$ cat config.mk
export PLATFORM = sky130hd
export DESIGN_NAME = decode_stage_hz_flat
export DESIGN_NICKNAME = d
export VERILOG_FILES = /design/src/rtl/decode_stage_hz_pkg.sv /design/src/rtl/decode_stage_hz_if.sv /design/src/rtl/decode_stage_hz_regfile_2r1w.sv /design/src/rtl/decode_stage_hz.sv /design/src/flat_wrapper.sv
export SDC_FILE = /design/constraint.sdc
export NUM_CORES = 2
export LEC_CHECK = 0
export CAP_MARGIN = 5
export CORE_MARGIN = 10
export CORE_UTILIZATION = 63
export CTS_BUF_LIST = sky130_fd_sc_hd__clkbuf_8
export CTS_CLUSTER_DIAMETER = 100
export DETAILED_ROUTE_END_ITERATION = 10
export PLACE_DENSITY = 0.82
export SYNTH_ARGS = -nofsm -noshare
export SYNTH_HDL_FRONTEND = slang
export SYNTH_HIERARCHICAL = 1
export SYNTH_SLANG_ARGS = --single-unit
$ cat constraint.sdc
create_clock -name clk -period 2.9 [get_ports clk]
set_clock_uncertainty 0.1 [all_clocks]
set_input_delay 0.58 -clock clk [delete_from_list [all_inputs] [get_ports clk]]
set_output_delay 0.58 -clock clk [all_outputs]
set_load 0.02 [all_outputs]
$ cat src/rtl/decode_stage_hz_pkg.sv
// Shared decode-stage definitions: instruction field positions, opcodes, ALU codes,
// control bundle and FSM state encodings.
package decode_stage_hz_pkg;

   localparam int unsigned OpMsb = 31;
   localparam int unsigned OpLsb = 26;
   localparam int unsigned RaLsb = 21;
   localparam int unsigned RbLsb = 16;
   localparam int unsigned RdLsb = 11;
   localparam int unsigned ImmW  = 16;

   localparam logic [5:0] OpRAlu = 6'h00;
   localparam logic [5:0] OpAddi = 6'h01;
   localparam logic [5:0] OpLw   = 6'h02;
   localparam logic [5:0] OpSw   = 6'h03;
   localparam logic [5:0] OpBeq  = 6'h04;

   typedef enum logic [1:0] {
      AluAdd = 2'b00,
      AluSub = 2'b01,
      AluAnd = 2'b10,
      AluOr  = 2'b11
   } alu_op_e;

   localparam logic [1:0] StRun      = 2'd0;
   localparam logic [1:0] StLuBubble = 2'd1;
   localparam logic [1:0] StHold     = 2'd2;

   typedef struct packed {
      logic    valid;
      alu_op_e alu_op;
      logic    is_imm;
      logic    mem_rd;
      logic    mem_wr;
      logic    wb_en;
      logic    is_branch;
   } ctrl_t;

   // Only these formats read rb as a source operand; imm/load put rd in that field.
   function automatic logic op_uses_rb(input logic [5:0] op);
      return (op == OpRAlu) || (op == OpSw) || (op == OpBeq);
   endfunction

endpackage

$ cat src/rtl/decode_stage_hz_if.sv
// Fetch-to-decode handshake and ID/EX register bundle of the decode stage.
// master = decode stage; slave = the fetch/execute side around it.
interface decode_stage_hz_if #(
   parameter int unsigned XLEN = 32,
   parameter int unsigned PC_W = 32,
   parameter int unsigned AW   = 5
);
   logic            if_valid;
   logic [PC_W-1:0] if_pc;
   logic [31:0]     if_instr;
   logic            id_ready;

   logic            ex_valid;
   logic [PC_W-1:0] ex_pc;
   logic [XLEN-1:0] ex_a;
   logic [XLEN-1:0] ex_b;
   logic [XLEN-1:0] ex_imm;
   logic [AW-1:0]   ex_ra;
   logic [AW-1:0]   ex_rb;
   logic [AW-1:0]   ex_rd;
   logic [1:0]      ex_alu_op;
   logic            ex_is_imm;
   logic            ex_mem_rd;
   logic            ex_mem_wr;
   logic            ex_wb_en;
   logic            ex_is_branch;

   modport master (
      input  if_valid, if_pc, if_instr,
      output id_ready, ex_valid, ex_pc, ex_a, ex_b, ex_imm, ex_ra, ex_rb, ex_rd,
             ex_alu_op, ex_is_imm, ex_mem_rd, ex_mem_wr, ex_wb_en, ex_is_branch
   );

   modport slave (
      output if_valid, if_pc, if_instr,
      input  id_ready, ex_valid, ex_pc, ex_a, ex_b, ex_imm, ex_ra, ex_rb, ex_rd,
             ex_alu_op, ex_is_imm, ex_mem_rd, ex_mem_wr, ex_wb_en, ex_is_branch
   );
endinterface

$ cat src/rtl/decode_stage_hz_regfile_2r1w.sv
// Two-read/one-write register file, register 0 hard-wired to zero.
// WB_BYPASS_EN: a same-cycle write is forwarded to a matching read port.
module decode_stage_hz_regfile_2r1w #(
   parameter int unsigned XLEN  = 32,
   parameter int unsigned NREGS = 32,
   localparam int unsigned AW   = $clog2(NREGS)
) (
   input  logic            clk,
   input  logic            reset,
   input  logic            wb_en,
   input  logic [AW-1:0]   wb_addr,
   input  logic [XLEN-1:0] wb_data,
   input  logic [AW-1:0]   raddr_a,
   output logic [XLEN-1:0] rdata_a,
   input  logic [AW-1:0]   raddr_b,
   output logic [XLEN-1:0] rdata_b
);

   logic [XLEN-1:0] mem_q [NREGS];

   always_ff @(posedge clk) begin
      if (reset) begin
         for (int i = 0; i < NREGS; i++) begin
            mem_q[i] <= '0;
         end
      end else if (wb_en && (wb_addr != '0)) begin
         mem_q[wb_addr] <= wb_data;
      end
   end

   always_comb begin
      rdata_a = (raddr_a == '0) ? '0 : mem_q[raddr_a];
      rdata_b = (raddr_b == '0) ? '0 : mem_q[raddr_b];
`ifdef WB_BYPASS_EN
      if (wb_en && (wb_addr == raddr_a) && (raddr_a != '0)) begin
         rdata_a = wb_data;
      end
      if (wb_en && (wb_addr == raddr_b) && (raddr_b != '0)) begin
         rdata_b = wb_data;
      end
`endif
   end

endmodule

$ cat src/rtl/decode_stage_hz.sv
// Decode stage: decode, register read, load-use hazard bubble, flush/stall, ID/EX register.
// WB_BYPASS_EN undefined: a pending write to a source register also forces one bubble.
module decode_stage_hz
   import decode_stage_hz_pkg::*;
#(
   parameter int unsigned XLEN  = 32,
   parameter int unsigned PC_W  = 32,
   parameter int unsigned NREGS = 32,
   localparam int unsigned AW   = $clog2(NREGS)
) (
   input  logic              clk,
   input  logic              reset,
   input  logic              stall_in,
   input  logic              flush,
   input  logic              wb_en,
   input  logic [AW-1:0]     wb_addr,
   input  logic [XLEN-1:0]   wb_data,
   decode_stage_hz_if.master bus
);

   logic [5:0]      op;
   logic [AW-1:0]   dec_ra;
   logic [AW-1:0]   dec_rb;
   logic [AW-1:0]   dec_rd;
   logic [XLEN-1:0] dec_imm;
   ctrl_t           dec_ctrl;
   logic            uses_rb;
   logic [XLEN-1:0] rdata_a;
   logic [XLEN-1:0] rdata_b;

   logic            lu_hit;
   logic            wb_hit;
   logic            hazard;
   logic            load_bubble;
   logic            id_ready;
   logic [1:0]      state_q;
   logic [1:0]      state_d;

   logic [PC_W-1:0] ex_pc_q;
   logic [XLEN-1:0] ex_a_q;
   logic [XLEN-1:0] ex_b_q;
   logic [XLEN-1:0] ex_imm_q;
   logic [AW-1:0]   ex_ra_q;
   logic [AW-1:0]   ex_rb_q;
   logic [AW-1:0]   ex_rd_q;
   ctrl_t           ex_ctrl_q;

   decode_stage_hz_regfile_2r1w #(
      .XLEN  (XLEN),
      .NREGS (NREGS)
   ) u_regfile (
      .clk     (clk),
      .reset   (reset),
      .wb_en   (wb_en),
      .wb_addr (wb_addr),
      .wb_data (wb_data),
      .raddr_a (dec_ra),
      .rdata_a (rdata_a),
      .raddr_b (dec_rb),
      .rdata_b (rdata_b)
   );

   always_comb begin
      op       = bus.if_instr[OpMsb:OpLsb];
      dec_ra   = bus.if_instr[RaLsb +: AW];
      dec_rb   = bus.if_instr[RbLsb +: AW];
      dec_rd   = bus.if_instr[RbLsb +: AW];
      dec_imm  = {{(XLEN - ImmW){bus.if_instr[ImmW-1]}}, bus.if_instr[ImmW-1:0]};
      uses_rb  = op_uses_rb(op);
      dec_ctrl = '0;
      case (op)
         OpRAlu: begin
            dec_ctrl.valid  = 1'b1;
            dec_ctrl.alu_op = alu_op_e'(bus.if_instr[1:0]);
            dec_ctrl.wb_en  = 1'b1;
            dec_rd          = bus.if_instr[RdLsb +: AW];
         end
         OpAddi: begin
            dec_ctrl.valid  = 1'b1;
            dec_ctrl.alu_op = AluAdd;
            dec_ctrl.is_imm = 1'b1;
            dec_ctrl.wb_en  = 1'b1;
         end
         OpLw: begin
            dec_ctrl.valid  = 1'b1;
            dec_ctrl.alu_op = AluAdd;
            dec_ctrl.is_imm = 1'b1;
            dec_ctrl.mem_rd = 1'b1;
            dec_ctrl.wb_en  = 1'b1;
         end
         OpSw: begin
            dec_ctrl.valid  = 1'b1;
            dec_ctrl.alu_op = AluAdd;
            dec_ctrl.is_imm = 1'b1;
            dec_ctrl.mem_wr = 1'b1;
         end
         OpBeq: begin
            dec_ctrl.valid     = 1'b1;
            dec_ctrl.alu_op    = AluSub;
            dec_ctrl.is_branch = 1'b1;
         end
         default: ;
      endcase
   end

   always_comb begin
      lu_hit = ex_ctrl_q.valid & ex_ctrl_q.mem_rd & (ex_rd_q != '0) &
               ((ex_rd_q == dec_ra) | (uses_rb & (ex_rd_q == dec_rb)));
`ifdef WB_BYPASS_EN
      wb_hit = 1'b0;
`else
      // Without forwarding the read port still sees the old value this cycle.
      wb_hit = wb_en & (wb_addr != '0) &
               ((wb_addr == dec_ra) | (uses_rb & (wb_addr == dec_rb)));
`endif
      // The instruction held in LU_BUBBLE is re-read with fresh data, so it is not re-checked.
      hazard      = bus.if_valid & dec_ctrl.valid & (state_q != StLuBubble) & (lu_hit | wb_hit);
      load_bubble = flush | ~bus.if_valid | ~dec_ctrl.valid | hazard;
   end

   always_comb begin
      state_d  = StRun;
      id_ready = 1'b1;
      if (stall_in) begin
         state_d  = StHold;
         id_ready = 1'b0;
      end else if (flush) begin
         state_d  = StRun;
         id_ready = 1'b1;
      end else if (hazard) begin
         state_d  = StLuBubble;
         id_ready = 1'b0;
      end
      // Nothing is captured while reset is asserted, so fetch must not advance.
      if (reset) begin
         id_ready = 1'b0;
      end
   end

   always_ff @(posedge clk) begin
      if (reset) begin
         state_q   <= StRun;
         ex_pc_q   <= '0;
         ex_a_q    <= '0;
         ex_b_q    <= '0;
         ex_imm_q  <= '0;
         ex_ra_q   <= '0;
         ex_rb_q   <= '0;
         ex_rd_q   <= '0;
         ex_ctrl_q <= '0;
      end else begin
         state_q <= state_d;
         if (!stall_in) begin
            if (load_bubble) begin
               ex_pc_q   <= '0;
               ex_a_q    <= '0;
               ex_b_q    <= '0;
               ex_imm_q  <= '0;
               ex_ra_q   <= '0;
               ex_rb_q   <= '0;
               ex_rd_q   <= '0;
               ex_ctrl_q <= '0;
            end else begin
               ex_pc_q   <= bus.if_pc;
               ex_a_q    <= rdata_a;
               ex_b_q    <= rdata_b;
               ex_imm_q  <= dec_imm;
               ex_ra_q   <= dec_ra;
               ex_rb_q   <= dec_rb;
               ex_rd_q   <= dec_rd;
               ex_ctrl_q <= dec_ctrl;
            end
         end
      end
   end

   assign bus.id_ready     = id_ready;
   assign bus.ex_valid     = ex_ctrl_q.valid;
   assign bus.ex_pc        = ex_pc_q;
   assign bus.ex_a         = ex_a_q;
   assign bus.ex_b         = ex_b_q;
   assign bus.ex_imm       = ex_imm_q;
   assign bus.ex_ra        = ex_ra_q;
   assign bus.ex_rb        = ex_rb_q;
   assign bus.ex_rd        = ex_rd_q;
   assign bus.ex_alu_op    = ex_ctrl_q.alu_op;
   assign bus.ex_is_imm    = ex_ctrl_q.is_imm;
   assign bus.ex_mem_rd    = ex_ctrl_q.mem_rd;
   assign bus.ex_mem_wr    = ex_ctrl_q.mem_wr;
   assign bus.ex_wb_en     = ex_ctrl_q.wb_en;
   assign bus.ex_is_branch = ex_ctrl_q.is_branch;

endmodule

$ cat src/flat_wrapper.sv
// flat-port wrapper written by rule: the top's interface ports become plain ports
module decode_stage_hz_flat import decode_stage_hz_pkg::*;
#(
   parameter int unsigned XLEN  = 32,
   parameter int unsigned PC_W  = 32,
   parameter int unsigned NREGS = 32,
   localparam int unsigned AW   = $clog2(NREGS)
)
  (clk, reset, stall_in, flush, wb_en, wb_addr, wb_data, bus_if_valid, bus_if_pc, bus_if_instr, bus_id_ready, bus_ex_valid, bus_ex_pc, bus_ex_a, bus_ex_b, bus_ex_imm, bus_ex_ra, bus_ex_rb, bus_ex_rd, bus_ex_alu_op, bus_ex_is_imm, bus_ex_mem_rd, bus_ex_mem_wr, bus_ex_wb_en, bus_ex_is_branch);
  decode_stage_hz_if #(.XLEN(XLEN), .PC_W(PC_W), .AW(5)) bus_i ();
  input  logic clk;
  input  logic reset;
  input  logic stall_in;
  input  logic flush;
  input  logic wb_en;
  input  logic [AW-1:0] wb_addr;
  input  logic [XLEN-1:0] wb_data;
  input wire logic [$bits(bus_i.if_valid)-1:0] bus_if_valid;
  input wire logic [$bits(bus_i.if_pc)-1:0] bus_if_pc;
  input wire logic [$bits(bus_i.if_instr)-1:0] bus_if_instr;
  output wire logic [$bits(bus_i.id_ready)-1:0] bus_id_ready;
  output wire logic [$bits(bus_i.ex_valid)-1:0] bus_ex_valid;
  output wire logic [$bits(bus_i.ex_pc)-1:0] bus_ex_pc;
  output wire logic [$bits(bus_i.ex_a)-1:0] bus_ex_a;
  output wire logic [$bits(bus_i.ex_b)-1:0] bus_ex_b;
  output wire logic [$bits(bus_i.ex_imm)-1:0] bus_ex_imm;
  output wire logic [$bits(bus_i.ex_ra)-1:0] bus_ex_ra;
  output wire logic [$bits(bus_i.ex_rb)-1:0] bus_ex_rb;
  output wire logic [$bits(bus_i.ex_rd)-1:0] bus_ex_rd;
  output wire logic [$bits(bus_i.ex_alu_op)-1:0] bus_ex_alu_op;
  output wire logic [$bits(bus_i.ex_is_imm)-1:0] bus_ex_is_imm;
  output wire logic [$bits(bus_i.ex_mem_rd)-1:0] bus_ex_mem_rd;
  output wire logic [$bits(bus_i.ex_mem_wr)-1:0] bus_ex_mem_wr;
  output wire logic [$bits(bus_i.ex_wb_en)-1:0] bus_ex_wb_en;
  output wire logic [$bits(bus_i.ex_is_branch)-1:0] bus_ex_is_branch;
  assign bus_i.if_valid = bus_if_valid;
  assign bus_i.if_pc = bus_if_pc;
  assign bus_i.if_instr = bus_if_instr;
  assign bus_id_ready = bus_i.id_ready;
  assign bus_ex_valid = bus_i.ex_valid;
  assign bus_ex_pc = bus_i.ex_pc;
  assign bus_ex_a = bus_i.ex_a;
  assign bus_ex_b = bus_i.ex_b;
  assign bus_ex_imm = bus_i.ex_imm;
  assign bus_ex_ra = bus_i.ex_ra;
  assign bus_ex_rb = bus_i.ex_rb;
  assign bus_ex_rd = bus_i.ex_rd;
  assign bus_ex_alu_op = bus_i.ex_alu_op;
  assign bus_ex_is_imm = bus_i.ex_is_imm;
  assign bus_ex_mem_rd = bus_i.ex_mem_rd;
  assign bus_ex_mem_wr = bus_i.ex_mem_wr;
  assign bus_ex_wb_en = bus_i.ex_wb_en;
  assign bus_ex_is_branch = bus_i.ex_is_branch;
  decode_stage_hz #(.XLEN(XLEN), .PC_W(PC_W), .NREGS(NREGS)) u_core (.clk(clk), .reset(reset), .stall_in(stall_in), .flush(flush), .wb_en(wb_en), .wb_addr(wb_addr), .wb_data(wb_data), .bus(bus_i));
endmodule
### Yosys cells after proc, flatten, opt, wreduce, memory -nomap -nowiden

Memories as Yosys holds them, arrays and structs flattened.
Cells that the tools add are included.

| operators by class | value |
|---|---|
| bitwise operators | 18 |
| muxes and demuxes | 32 |
| equal/unequal tests | 9 |
| reductions and logical operators | 12 |

Operator list:

| operator | number |
|---|---|
| $mux 32 | 7 |
| $reduce_or 32->1 | 1 |
| $mux 5 | 5 |
| $eq 5x5->1 | 4 |
| $mux 1 | 16 |
| $eq 6x2->1 const B | 2 |
| $and 1x1->1 | 10 |
| $logic_not 5->1 | 2 |
| $reduce_bool 5->1 | 2 |
| $pmux 3 s3 | 1 |
| $reduce_or 3->1 | 3 |
| $mux 8 | 1 |
| $eq 6x1->1 const B | 1 |
| $eq 6x3->1 const B | 1 |
| $logic_not 6->1 | 1 |
| $or 1x1->1 | 6 |
| $mux 2 | 2 |
| $logic_or 1x1->1 | 2 |
| $ne 2x1->1 const B | 1 |
| $not 1->1 | 2 |
| $logic_and 1x1->1 | 1 |

| storage, ports and cells | value |
|---|---|
| input bits | 107 |
| memories kept | 1 |
| logic and storage cells | 88 |
| output and inout bits | 152 |
| bits in registers | 153 |
| bits in writable memories | 1024 |

Memories:

| memory | words | bits a word | rd ports | clocked after Yosys merged registers in | wr ports | RTL line | source |
|---|---|---|---|---|---|---|---|
| u_core.u_regfile.mem_q | 32 | 32 | 2 | 0 | 32 | decode_stage_hz_regfile_2r1w.sv:19 | `logic [XLEN-1:0] mem_q [NREGS];` |

### Depth between registers and ports, before layout

| logic depth | value |
|---|---|
| depth in word-level cells | 12 |
| mapped depth | 10 |
| depth with buffers taken out | 6 |

### Cells and area by module

The synthesis kept the hierarchy.

Modules (own cells, without submodules):

| module | instances | sequential area each (µm²) | area each (µm²) | cells an instance |
|---|---|---|---|---|
| decode_stage_hz_regfile_2r1w | 1 | 30749.5 | 54255.8 | 3502 |
| decode_stage_hz | 1 | 2742.6 | 4690.7 | 397 |

### Least setup slack after synthesis

OpenSTA, ideal clock, no wires.

| timing | value |
|---|---|
| path kind | input -> output |
| from | input port bus_if_instr[29] |
| to | output port bus_id_ready |
| cell stages on the path | 6 |
| required time | 2.220 ns |
| arrival | 2.258 ns |
| buffers on the path | 0 |
| slack | -0.038 ns |
| path through | or3_4 -> a211o_1 -> a21o_1 -> a211o_1 -> o21ai_1 -> a211oi_1 |

| on the way | value |
|---|---|
| word-level cells in the longest chain between the ends | 12 |
| elaborated cells on any way between the ends | 23 |
| those cells by class | eq/ne: 4; mux: 5; bitwise: 10; reduce/logical: 4 |

RTL lines:

| element | RTL line | source |
|---|---|---|
| start: declaration | flat_wrapper.sv:20 | `input wire logic [$bits(bus_i.if_instr)-1:0] bus_if_instr;` |
| $eq 6x2->1 / $logic_not 6->1 (equally long branches) | decode_stage_hz_pkg.sv:41, decode_stage_hz.sv:71 |  |
| $logic_or 1x1->1 (2 in series) | decode_stage_hz_pkg.sv:41 | `return (op == OpRAlu) \|\| (op == OpSw) \|\| (op == OpBeq);` |
| $and 1x1->1 (on tied branches) | decode_stage_hz.sv:108, decode_stage_hz.sv:114 |  |
| $or 1x1->1 (on tied branches) | decode_stage_hz.sv:108, decode_stage_hz.sv:114 |  |
| $and 1x1->1 (on tied branches) | decode_stage_hz.sv:107, decode_stage_hz.sv:113 |  |
| $or 1x1->1 | decode_stage_hz.sv:117 | `hazard = bus.if_valid & dec_ctrl.valid & (state_q != StLuBubble) & (lu_hit \| wb_hit);` |
| $and 1x1->1 * | decode_stage_hz.sv:117 |  |
| $mux 1 * | decode_stage_hz.sv:130 | `end else if (hazard) begin` |
| $mux 1 * | decode_stage_hz.sv:127 | `end else if (flush) begin` |
| $mux 1 * | decode_stage_hz.sv:124 | `if (stall_in) begin` |
| $mux 1 * | decode_stage_hz.sv:135 | `if (reset) begin` |
| end: declaration | flat_wrapper.sv:21 | `output wire logic [$bits(bus_i.id_ready)-1:0] bus_id_ready;` |

Mark *: on every way between the ends. The rest lies on a longest branch, timed or not.

### Worst setup path after layout

| timing | value |
|---|---|
| from | register u_core.ex_rd_q[1], in the netlist u_core/bus.ex_rd[1] |
| to | output port bus_id_ready |

| on the way | value |
|---|---|
| word-level cells in the longest chain between the ends | 10 |
| elaborated cells on any way between the ends | 13 |
| those cells by class | eq/ne: 2; mux: 4; bitwise: 6; reduce/logical: 1 |

RTL lines:

| element | RTL line | source |
|---|---|---|
| start: declaration | decode_stage_hz.sv:45 | `logic [AW-1:0] ex_rd_q;` |
| start signal: assignment | decode_stage_hz.sv:170 | `ex_rd_q <= dec_rd;` |
| $eq 5x5->1 | decode_stage_hz.sv:108 | `((ex_rd_q == dec_ra) \| (uses_rb & (ex_rd_q == dec_rb)));` |
| $and 1x1->1 | decode_stage_hz.sv:108 |  |
| $or 1x1->1 | decode_stage_hz.sv:108 |  |
| $and 1x1->1 * | decode_stage_hz.sv:107 | `lu_hit = ex_ctrl_q.valid & ex_ctrl_q.mem_rd & (ex_rd_q != '0) &` |
| $or 1x1->1 * | decode_stage_hz.sv:117 |  |
| $and 1x1->1 * | decode_stage_hz.sv:117 |  |
| $mux 1 * | decode_stage_hz.sv:130 |  |
| $mux 1 * | decode_stage_hz.sv:127 |  |
| $mux 1 * | decode_stage_hz.sv:124 |  |
| $mux 1 * | decode_stage_hz.sv:135 |  |

Marks and branches as above.

==> results.py <==
metrics = {
    "global_route": {
        "grt_busiest_layer": "met2",
        "grt.total_usage_pct": 35.3,
        "grt.met1_usage_pct": 44.4,
        "grt_max_degree": 67,
        "gr-usage-met2_pct": 54.1,
        "global_route.overflow_total": 0,
        "global_route_wire_length_before_repair_um": 275000,
        "grt_antenna_before_repair": 4,
        "number_of_global_route_vias_before_repair": 41400,
        "use_met3_pct": 10.6,
    },
    "floorplan": {
        "die_span_y_um": 326,
        "rows": 112,
        "floorplan.initialDensity_pct": 63.3,
        "die_area_mm2": 0.106,
        "floorplan.die.width_um": 326,
        "floorplan.io_pins": 259,
        "core_area_mm2": 0.0930,
    },
    "pwr": {
        "sum_of_internal_switching_and_leakage_power_mw": 37.6,
        "peakVddDrop_uv": 336,
        "power.leakage_nw": 25.4,
        "power_density_relative_to_cell_area_mw_per_mm2": 538,
    },
    "synth": {
        "ys_warn_count": 6,
        "ys_ff_latch": 1161,
        "postSynth.asyncResetShare_pct": 0,
        "synth_edf_count": 1024,
        "synth.area.top_cells": "sky130_fd_sc_hd__edfxtp_1, sky130_fd_sc_hd__mux4_2, sky130_fd_sc_hd__and2_1",
        "post-synth-top-area-cell": "sky130_fd_sc_hd__edfxtp_1",
        "synth_cell_type_count": 57,
        "postSynthCellCount": 3899,
        "synth.top_cell.area_share_pct": 52.2,
        "postSynthAreaPerCell_um2": 15.1,
        "synth-main-ff-cell": "sky130_fd_sc_hd__edfxtp_1",
        "synthesized_area_mm2": 0.0589,
        "ys_seq_area_share_pct": 56.8,
    },
    "route": {
        "num_vias": 40600,
        "postRouteAntennaNets": 0,
        "drt-total-wl_um": 190000,
        "dr.pass1.iters": 6,
        "avgViaCountPerCell": 6.95,
        "post-route-drc-count": 0,
        "initial_drc_count": 5814,
        "wire_per_inst_um": 32.6,
    },
    "worst_setup_path": {
        "critical_path.slowest_cell": "sky130_fd_sc_hd__dfxtp_4",
        "critPathMaxFanout": 5,
        "timing_worst_setup_path_type": "register to output pin",
        "cp_cell_sequence": "xor2_2 -> nor2_2 -> a41oi_2 -> o21ai_2 -> a211oi_2 -> buf_4",
        "worstPathRequired_ps": 2220,
        "crit_path_max_incr_delay_ps": 420,
        "ff2ff_path_depth": 6,
        "crit_arrival_ps": 2330,
        "setup_crit_end_kind": "output pin",
        "cp-start-kind": "register",
    },
    "placed_design": {
        "place.detailed.instances": 5497,
        "place_ws_ps": -679,
        "placed_cell_area_mm2": 0.0663,
        "routabilityCongestion": 0.937,
        "portBuffers": 258,
        "dpl.hpwl_um": 127000,
    },
    "finish": {
        "finalInstanceArea_mm2": 0.0699,
        "area_of_the_multi_input_gates_mm2": 0.0237,
        "filler_cell_count_in_the_final_layout": 5465,
        "area_delta_synth_final_pct": 18.5,
        "footprint_of_the_flip_flops_and_latches_mm2": 0.0335,
        "design.final.nets": 4545,
        "drive_gt1_share_pct": 29.2,
        "instances_no_fill": 5846,
    },
    "outcome": {
        "violations": "negative setup slack",
        "run_status": "complete, but fails checks",
    },
    "timing": {
        "layout_worst_path_cycle_share_pct": 104,
        "hold_viol": 0,
        "timing.final.max_slew_violations": 0,
        "fmax_mhz": 333,
        "worst_hold_slack_ps": 115,
        "final_worst_path_setup_slack_ps": -106,
        "grt_setup_unrepaired": "yes",
        "timing.slew.headroom_pct": 17.7,
        "finalWorstPathRequiredPeriod_ps": 3010,
        "tightestPinTransition_ps": 1230,
        "setup_viol": 2,
    },
    "job": {
        "max_cap_violations": 0,
    },
    "clocking": {
        "cts.path.max_buffers": 3,
        "clkTransAtPathRegs_ps": 60,
        "cts_num_sinks": 1161,
        "worst_skew_pair.late_latency_ps": 890,
        "tritoncts": "yes",
        "cts_made_buffers": 184,
        "clockRootBuffer": "sky130_fd_sc_hd__clkbuf_8",
        "htree_levels": 4,
    },
    "min_path": {
        "min_path_cells": 3,
        "holdCritPathClass": "input pin to register",
    },
}
registers in the layout (all words and copies together) (netlist names), 2 cells and up:
register and cells:
u_core/u_regfile/mem_q 1024, u_core/bus.ex_a 32, u_core/bus.ex_b 32, u_core/bus.ex_pc 32
u_core/bus.ex_imm 16, u_core/bus.ex_ra 5, u_core/bus.ex_rb 5, u_core/bus.ex_rd 5
u_core/bus.ex_alu_op 2, u_core/state_q 2
placed cells by master, fill, tap and decap left out, types with 7 or more instances in the layout:
master and n:
sky130_fd_sc_hd__o21ai_0 10, sky130_fd_sc_hd__nand2_1 18, sky130_fd_sc_hd__clkbuf_8 191, sky130_fd_sc_hd__a211oi_1 7, sky130_fd_sc_hd__conb_1 32, sky130_fd_sc_hd__nor2_1 11, sky130_fd_sc_hd__clkinv_2 14, sky130_fd_sc_hd__mux2_2 35
sky130_fd_sc_hd__a2111oi_1 41, sky130_fd_sc_hd__or2_2 33, sky130_fd_sc_hd__a21oi_1 12, sky130_fd_sc_hd__mux2i_1 150, sky130_fd_sc_hd__and2_1 995, sky130_fd_sc_hd__nor3_1 58, sky130_fd_sc_hd__nor2_2 32, sky130_fd_sc_hd__buf_4 387
sky130_fd_sc_hd__inv_1 91, sky130_fd_sc_hd__dfxtp_1 131, sky130_fd_sc_hd__clkinv_1 26, sky130_fd_sc_hd__clkdlybuf4s50_1 235, sky130_fd_sc_hd__buf_12 108, sky130_fd_sc_hd__edfxtp_1 1024, sky130_fd_sc_hd__nand3_1 10, sky130_fd_sc_hd__a22o_1 177
sky130_fd_sc_hd__a22oi_1 16, sky130_fd_sc_hd__o22ai_1 103, sky130_fd_sc_hd__mux4_2 472, sky130_fd_sc_hd__nor2b_1 12, sky130_fd_sc_hd__a2111oi_0 14, sky130_fd_sc_hd__xor2_1 9
layer usage:
layer	vias up	part of all wire, %
met3	796	15
met4	2	7.1
li1	16200	-
met2	3674	45
met1	20000	33
met5	-	0.0068
what timing repair did:
action                     CTS  global route
resized for setup           29            23
hold buffers                 0             0
pin swaps                    7            16
setup endpoints to repair   18             1
buffers inserted             4             5
synthesized netlist by cell type, types with 6 or more instances:
cell type / instances
sky130_fd_sc_hd__edfxtp_1: 1024
sky130_fd_sc_hd__and2_1: 996
sky130_fd_sc_hd__mux4_2: 472
sky130_fd_sc_hd__clkbuf_1: 285
sky130_fd_sc_hd__a22o_1: 177
sky130_fd_sc_hd__mux2i_1: 150
sky130_fd_sc_hd__dfxtp_1: 137
sky130_fd_sc_hd__o22ai_1: 103
sky130_fd_sc_hd__nor3_1: 59
sky130_fd_sc_hd__buf_4: 54
sky130_fd_sc_hd__nor2_1: 44
sky130_fd_sc_hd__buf_2: 43
sky130_fd_sc_hd__a2111oi_1: 41
sky130_fd_sc_hd__mux2_2: 35
sky130_fd_sc_hd__or2_2: 33
sky130_fd_sc_hd__buf_6: 26
sky130_fd_sc_hd__buf_1: 25
sky130_fd_sc_hd__nand2_1: 18
sky130_fd_sc_hd__a22oi_1: 16
sky130_fd_sc_hd__nor2b_1: 15
sky130_fd_sc_hd__a2111oi_0: 14
sky130_fd_sc_hd__xor2_1: 14
sky130_fd_sc_hd__a21oi_1: 13
sky130_fd_sc_hd__o21ai_0: 11
sky130_fd_sc_hd__nand3_1: 10
sky130_fd_sc_hd__a211oi_1: 8
sky130_fd_sc_hd__nand3b_1: 6
sky130_fd_sc_hd__nor4_1: 6
sky130_fd_sc_hd__xnor2_1: 6
per-stage QoR:
stage / setup TNS, ps / util [%]
finish: -146 / 75.1
global route: -153 / 75.1
CTS: -70.9 / 75.0
detailed placement: -77210 / 71.2
global placement: -71740 / 71.2
floorplan: 0 / -
cell families after synthesis:
kind of cell    after synthesis  share of synthesized area (%)
simple gates               1217                           12.6
flops                      1161                           56.8
mux                         657                           21.2
buf+inv                     438                           3.56
compound gates              405                           5.47
xor+xnor                     20                          0.297
other cells                   1                        0.00636
area by class of cell:
type / count / share of cell area (%)
Sequential cell: 1161 / 48.0
Timing Repair Buffer: 755 / 11.0
Tap cell: 1254 / 2.25
Clock buffer: 191 / 3.76
Inverter: 5 / 0.0269
Multi-Input combinational cell: 2331 / 33.9
Antenna cell: 2 / 0.00716
Clock inverter: 147 / 1.12
worst max-delay path, delay by kind of cell (launching register included):
kind | cells | cell delay [ps]
AOI/OAI and AO/OA | 3 | 550
buffers and inverters | 1 | 170
and+or+nand+nor | 1 | 80
xor gates and xnor gates | 1 | 230
DFF | 1 | 420
report_power, final:
part	internal (mW)	switching (mW)
registers	19.0	0.454
clock network	6.57	6.63
logic	2.32	2.59
worst paths after layout:
| path | startpoint | endpoint | slack, ps |
|---|---|---|---|
| min | bus_if_instr[23] | u_core/bus.ex_ra[2] | 120 |
| min reg2reg | u_core/bus.ex_wb_en | u_core/bus.ex_wb_en | 360 |
| max reg2reg | u_core/u_regfile/mem_q[10][12] | u_core/bus.ex_b[12] | -40 |
| max | u_core/bus.ex_rd[1] | bus_id_ready | -110 |
(Power assumes the default switching activity.)
